<file path="src/rtl/data_memory_ctrl.sv">
// ---------------------------------------------------------------------------
// data_memory_ctrl
//
// Single-port data memory with a programmable access latency, sitting in
// front of a processor that stalls its whole pipeline while DataDone is low.
//
// A request is taken only when the controller is idle. Writes commit to the
// array on the accept edge. Reads return data either on the accept edge
// (WAIT_CYCLES = 0) or on the edge that leaves the WAIT state. Addresses at
// or above MEM_DEPTH are flagged with a one-cycle AddrErr pulse. Such a write
// is dropped and such a read returns zero; the latency is the same as for a
// normal access.
//
// Parameters
//   WORD_SIZE   : data and address width in bits
//   MEM_DEPTH   : number of words (power of two, <= 2**WORD_SIZE)
//   WAIT_CYCLES : stall cycles added per access (0..15)
//
// Ports
//   Clock     in   sole clock, rising edge
//   Reset     in   synchronous, active-high
//   DataAddr  in   word address of the request
//   DataOut   in   write data from the processor
//   ReadData  in   read request
//   WriteData in   write request (wins over ReadData)
//   DataIn    out  registered read data to the processor
//   DataDone  out  1 = idle / access complete, 0 = processor must stall
//   AddrErr   out  one-cycle pulse after accepting an out-of-range access
// ---------------------------------------------------------------------------
module data_memory_ctrl #(
    parameter int WORD_SIZE   = 16,
    parameter int MEM_DEPTH   = 256,
    parameter int WAIT_CYCLES = 2
) (
    input  logic                 Clock,
    input  logic                 Reset,
    input  logic [WORD_SIZE-1:0] DataAddr,
    input  logic [WORD_SIZE-1:0] DataOut,
    input  logic                 ReadData,
    input  logic                 WriteData,
    output logic [WORD_SIZE-1:0] DataIn,
    output logic                 DataDone,
    output logic                 AddrErr
);

    localparam int AW = (MEM_DEPTH > 1) ? $clog2(MEM_DEPTH) : 1;

    // The depth is widened by one bit so that MEM_DEPTH == 2**WORD_SIZE still
    // compares correctly against a full-width address.
    localparam logic [WORD_SIZE:0] DEPTH_EXT = (WORD_SIZE + 1)'(MEM_DEPTH);

    // The counter starts at W-1, so DataDone stays low for exactly W cycles.
    localparam logic [3:0] CNT_LOAD =
        (WAIT_CYCLES > 0) ? 4'(WAIT_CYCLES - 1) : 4'd0;

    typedef enum logic {
        S_IDLE = 1'b0,
        S_WAIT = 1'b1
    } state_t;

    state_t               state;
    logic [3:0]           cnt;
    logic [AW-1:0]        lat_index;   // address captured at accept
    logic                 lat_read;    // accepted access is a read
    logic                 lat_ok;      // captured address was in range

    logic [WORD_SIZE-1:0] mem [MEM_DEPTH];

    logic                 in_range;
    logic [AW-1:0]        index;
    logic                 accept;
    logic                 do_write;

    assign in_range = {1'b0, DataAddr} < DEPTH_EXT;
    assign index    = DataAddr[AW-1:0];

    // Reset wins over any request seen in the same cycle. Inputs are
    // ignored in WAIT because the stalled processor keeps driving the next
    // instruction's request.
    assign accept   = (state == S_IDLE) && (ReadData || WriteData) && !Reset;
    assign do_write = accept && WriteData && in_range;

    assign DataDone = (state == S_IDLE);

    // The array has no reset, so its contents survive Reset. Write data is
    // captured directly into the array on the accept edge. Because of this,
    // no separate copy of it is kept, and a request issued in the next cycle
    // already sees the new value.
    always_ff @(posedge Clock) begin
        if (do_write) begin
            mem[index] <= DataOut;
        end
    end

    always_ff @(posedge Clock) begin
        if (Reset) begin
            state     <= S_IDLE;
            cnt       <= 4'd0;
            DataIn    <= '0;
            AddrErr   <= 1'b0;
            lat_index <= '0;
            lat_read  <= 1'b0;
            lat_ok    <= 1'b0;
        end else begin
            AddrErr <= accept && !in_range;

            case (state)
                S_IDLE: begin
                    if (accept) begin
                        lat_index <= index;
                        lat_read  <= !WriteData;
                        lat_ok    <= in_range;
                        if (WAIT_CYCLES == 0) begin
                            // No latency: the read completes on the accept edge.
                            if (!WriteData) begin
                                DataIn <= in_range ? mem[index] : '0;
                            end
                        end else begin
                            state <= S_WAIT;
                            cnt   <= CNT_LOAD;
                        end
                    end
                end

                S_WAIT: begin
                    if (cnt == 4'd0) begin
                        state <= S_IDLE;
                        // DataIn is valid in the first DataDone=1 cycle.
                        if (lat_read) begin
                            DataIn <= lat_ok ? mem[lat_index] : '0;
                        end
                    end else begin
                        cnt <= cnt - 4'd1;
                    end
                end

                default: state <= S_IDLE;
            endcase
        end
    end

endmodule

</file>
<file path="config.mk">
export PLATFORM = sky130hd
export DESIGN_NAME = data_memory_ctrl
export DESIGN_NICKNAME = d
export VERILOG_FILES = /design/src/rtl/data_memory_ctrl.sv
export SDC_FILE = /design/constraint.sdc
export NUM_CORES = 2
export LEC_CHECK = 0
export CORE_AREA = 4 4 736 738
export CTS_BUF_LIST = sky130_fd_sc_hd__clkbuf_2 sky130_fd_sc_hd__clkbuf_4 sky130_fd_sc_hd__clkbuf_8
export DETAILED_ROUTE_END_ITERATION = 6
export DIE_AREA = 0 0 740 742
export SYNTH_ARGS = -nofsm -noshare
export SYNTH_HDL_FRONTEND = slang
export SYNTH_SLANG_ARGS = --single-unit
</file>
<file path="constraint.sdc">
create_clock -name Clock -period 3.2 [get_ports Clock]
set_input_delay 0.48 -clock Clock [delete_from_list [all_inputs] [get_ports Clock]]
set_output_delay 0.48 -clock Clock [all_outputs]
set_load 0.01 [all_outputs]
</file>
==> metrics <==
status=finished, violations left; failing checks=DRC, setup timing; Int Pwr=86400 µW; CTS tree=yes; CTS sink cnt=4136; Die Footprint=0.549 mm²; area delta synth->final=21.1%; initial antenna violation count=51; Final Skew=0.0830 ns; capturing point of the worst reg2reg path=DataIn[5]; worst r2r path cells=12; I/O Buffers=53; Initial Util=29.9%; area share of the largest cell type after synthesis=76.8%; share of cells above drive strength 1=35.7%; Primary FF master, synth=edfxtp_1; Switching Fraction=23.8%; drt first pass iters=7; gr ovfl total=0; Slew @ Worst Pin=1.07 ns; Clock transition at path regs=0.06 ns; final hold vios=0; Setup CP Type=register to register; static leakage=0.0610 µW; clock buffer depth=4; post-DR wirelength/cell=29.9 µm; dpl hpwl=325000 µm; clock root cell=clkbuf_8; synthesized net count=7431; post-synth top area cell=edfxtp_1; DRC viols=4; min Tclk post-route=3.24 ns; Total GRT Usage=17.5%; pin count of the biggest net entering global routing=101; cts bufs inserted=645; Tcrit/Tclk final=101%; total power=113000 µW; Worst Hold Class=primary input to register; top area cells in the synthesized netlist=edfxtp_1 (77%), mux4_2 (11%), mux2i_1 (2.5%), mux4_1 (1.0%), nor2_1 (0.82%); vias in the first global route=86373; CP Capture Type=register; EDFF count, synth=4096; Post-Synthesis Cells=7394; H-tree depth=6; Psw=27100 µW; Final Wtd Congestion=0.915; #FFs+latches synth=4136; Seq/Total Area, Yosys=77.3%; worst vdd ir=0.414 mV; Critical path destination=DataIn[5]; Final Setup Violations=2; Hold Path Stages=1; first-pass GRT wire length=686000 µm; dpl cell area=0.179 mm²; Via density=5.23; post-route cell area=0.194 mm²; final WL=498000 µm; Logic pwr share=8.6%; mapped cell area=0.160 mm²; fmax=0.308 GHz; Clock Latency Late Sink=1.22 ns; Syn Area/Cell=21.7 µm²; synth unique cells=91; io pins=54; fill cell count=48577; Arr. time, crit path=4.34 ns; Req. time, crit path=4.29 ns; Routed Antenna Nets=0; iteration-0 DRC count of the detailed router=13021; Die Wd=740 µm; pwr/cell area=585 mW/mm²; nature of the critical path startpoint=register; Async SR Flop Fraction=0%; synth warn=0; RSZ-0062 raised after global routing=yes; pre-CTS setup slack=-0.922 ns; FF-to-FF setup slack=-0.04 ns; Hold WS=0.0534 ns; register share of total power=52.5%; die height=742 µm; clock power share=38.9%; Rows=269; Slew Viols, Final=0; via count=86899; post-route setup slack=-0.0436 ns; max_cap viols=0; Post-layout nets=8960; Setup TNS Final=-0.0723 ns; Core Region=0.535 mm²; Relative slew margins=28.4%; worst-path fanout max=10
==> synth_stat cells (39+ instances only) <==
cell,count
buf_2,120
mux2i_1,406
buf_6,53
mux4_2,808
o221ai_1,108
o22ai_1,99
a22oi_1,91
buf_4,68
nand2_1,201
dfxtp_1,40
mux4_1,62
clkbuf_1,103
o21ai_0,69
nor3_1,39
edfxtp_1,4096
nor2_1,348
a21oi_1,92
buf_8,40
==> power by group through the flow <==
stage          Sequential (µW)  Combinational (µW)  Clock [µW]
3_5_place_dp             60700                9150           0
4_1_cts                  59600                9430       44800
3_3_place_gp             60700                9050           0
6_report                 59600                9710       44100
2_1_floorplan            60700                4280           0
5_1_grt                  59500                9920       47400
==> final cells by class <==
cell class                      instances  area, µm²  area share, %
Clock buffer                          850      10500           5.40
Tap cell                             7181       8980           4.63
Inverter                               13       56.3         0.0290
Multi-Input combinational cell       2809      34100           17.6
Sequential cell                      4136     124000           63.8
Clock inverter                        294       2170           1.12
Antenna cell                           21       52.6         0.0271
Timing Repair Buffer                 1318      14300           7.37
==> cells in the final DEF (no fill, tap or decap), types with 37 or more instances in the layout <==
master,synthesis,final
o221ai_1,108,99
buf_4,68,916
edfxtp_1,4096,4096
o21ai_0,69,61
a21oi_1,92,90
a22oi_1,91,78
clkinv_2,0,71
clkdlybuf4s50_1,0,37
mux4_2,808,810
buf_12,17,288
nor2_1,348,269
nand2_1,201,190
nor3_1,39,38
mux4_1,62,60
mux2i_1,406,397
clkbuf_4,9,195
clkbuf_8,14,659
clkinv_1,2,136
o22ai_1,99,94
nor2_2,2,80
==> sequential cells by signal, summed over array words and instances (netlist names), named ones only <==
register,flops
lat_ok,1
DataIn,16
lat_index,8
mem,4096
state,1
lat_read,1
AddrErr,1
cnt,4
==> cells by family (layout without fill, tap and decap cells) <==
group                    Yosys count  after routing  share of synthesized area [%]
buffers and inverters            449           2475                           2.12
other                              0             21                              0
multiplexers                    1311           1311                           15.2
XOR/XNOR                           2              2                         0.0109
AO/OA/AOI/OAI                    718            718                           3.25
flip-flops                      4136           4136                           77.3
AND/OR/NAND/NOR                  777            777                           2.17
adder cells (fa/ha/maj)            1              1                        0.00781
==> critical path, cell delays in order, from the launching register on <==
cell       delay (ns)
dfxtp_4          0.38
buf_12           0.13
buf_12           0.16
buf_12           0.18
buf_16           0.17
mux4_2           0.54
a2111oi_4        0.55
buf_4            0.24
a221oi_1         0.07
buf_4            0.16
a32oi_1          0.23
buf_4            0.21
a211oi_1         0.05
==> what timing repair did <==
item                                     CTS  global route
buffers inserted                          17            21
hold endpoints to repair                1337             0
resized for setup                        110           102
gates cloned                               7             1
endpoints found under the setup margin    17            14
pin swaps                                  9            19
hold buffers                              19             0
==> metrics by stage <==
step                util, %  instances
floorplan                 -       7394
finish                 36.2      16622
detailed placement     33.5      15395
global route           36.2      16605
CTS                    36.1      16582
global placement       33.5      15395
==> how the worst min path moves through the flow <==
stage | from | end | slack (ns)
finish | DataOut[15] | mem[236][15] | 0.05
global route | DataOut[15] | mem[236][15] | 0.03
CTS | DataAddr[6] | lat_index[6] | 0.009
detailed placement | lat_index[4] | register | 0.45
global placement | lat_read | lat_read | 0.45
floorplan | lat_read | lat_read | 0.43
==> layer usage <==
| layer | vias up | GRT usage [%] | part of all wire (%) |
|---|---|---|---|
| met1 | 45871 | 23.6 | 38 |
| met4 | 38 | 6.88 | 4.1 |
| met5 | - | 0 | 0.048 |
| li1 | 34510 | - | - |
| met3 | 958 | 4.16 | 11 |
| met2 | 5522 | 27.3 | 46 |
No activity file was read; power rests on OpenSTA's default activity.
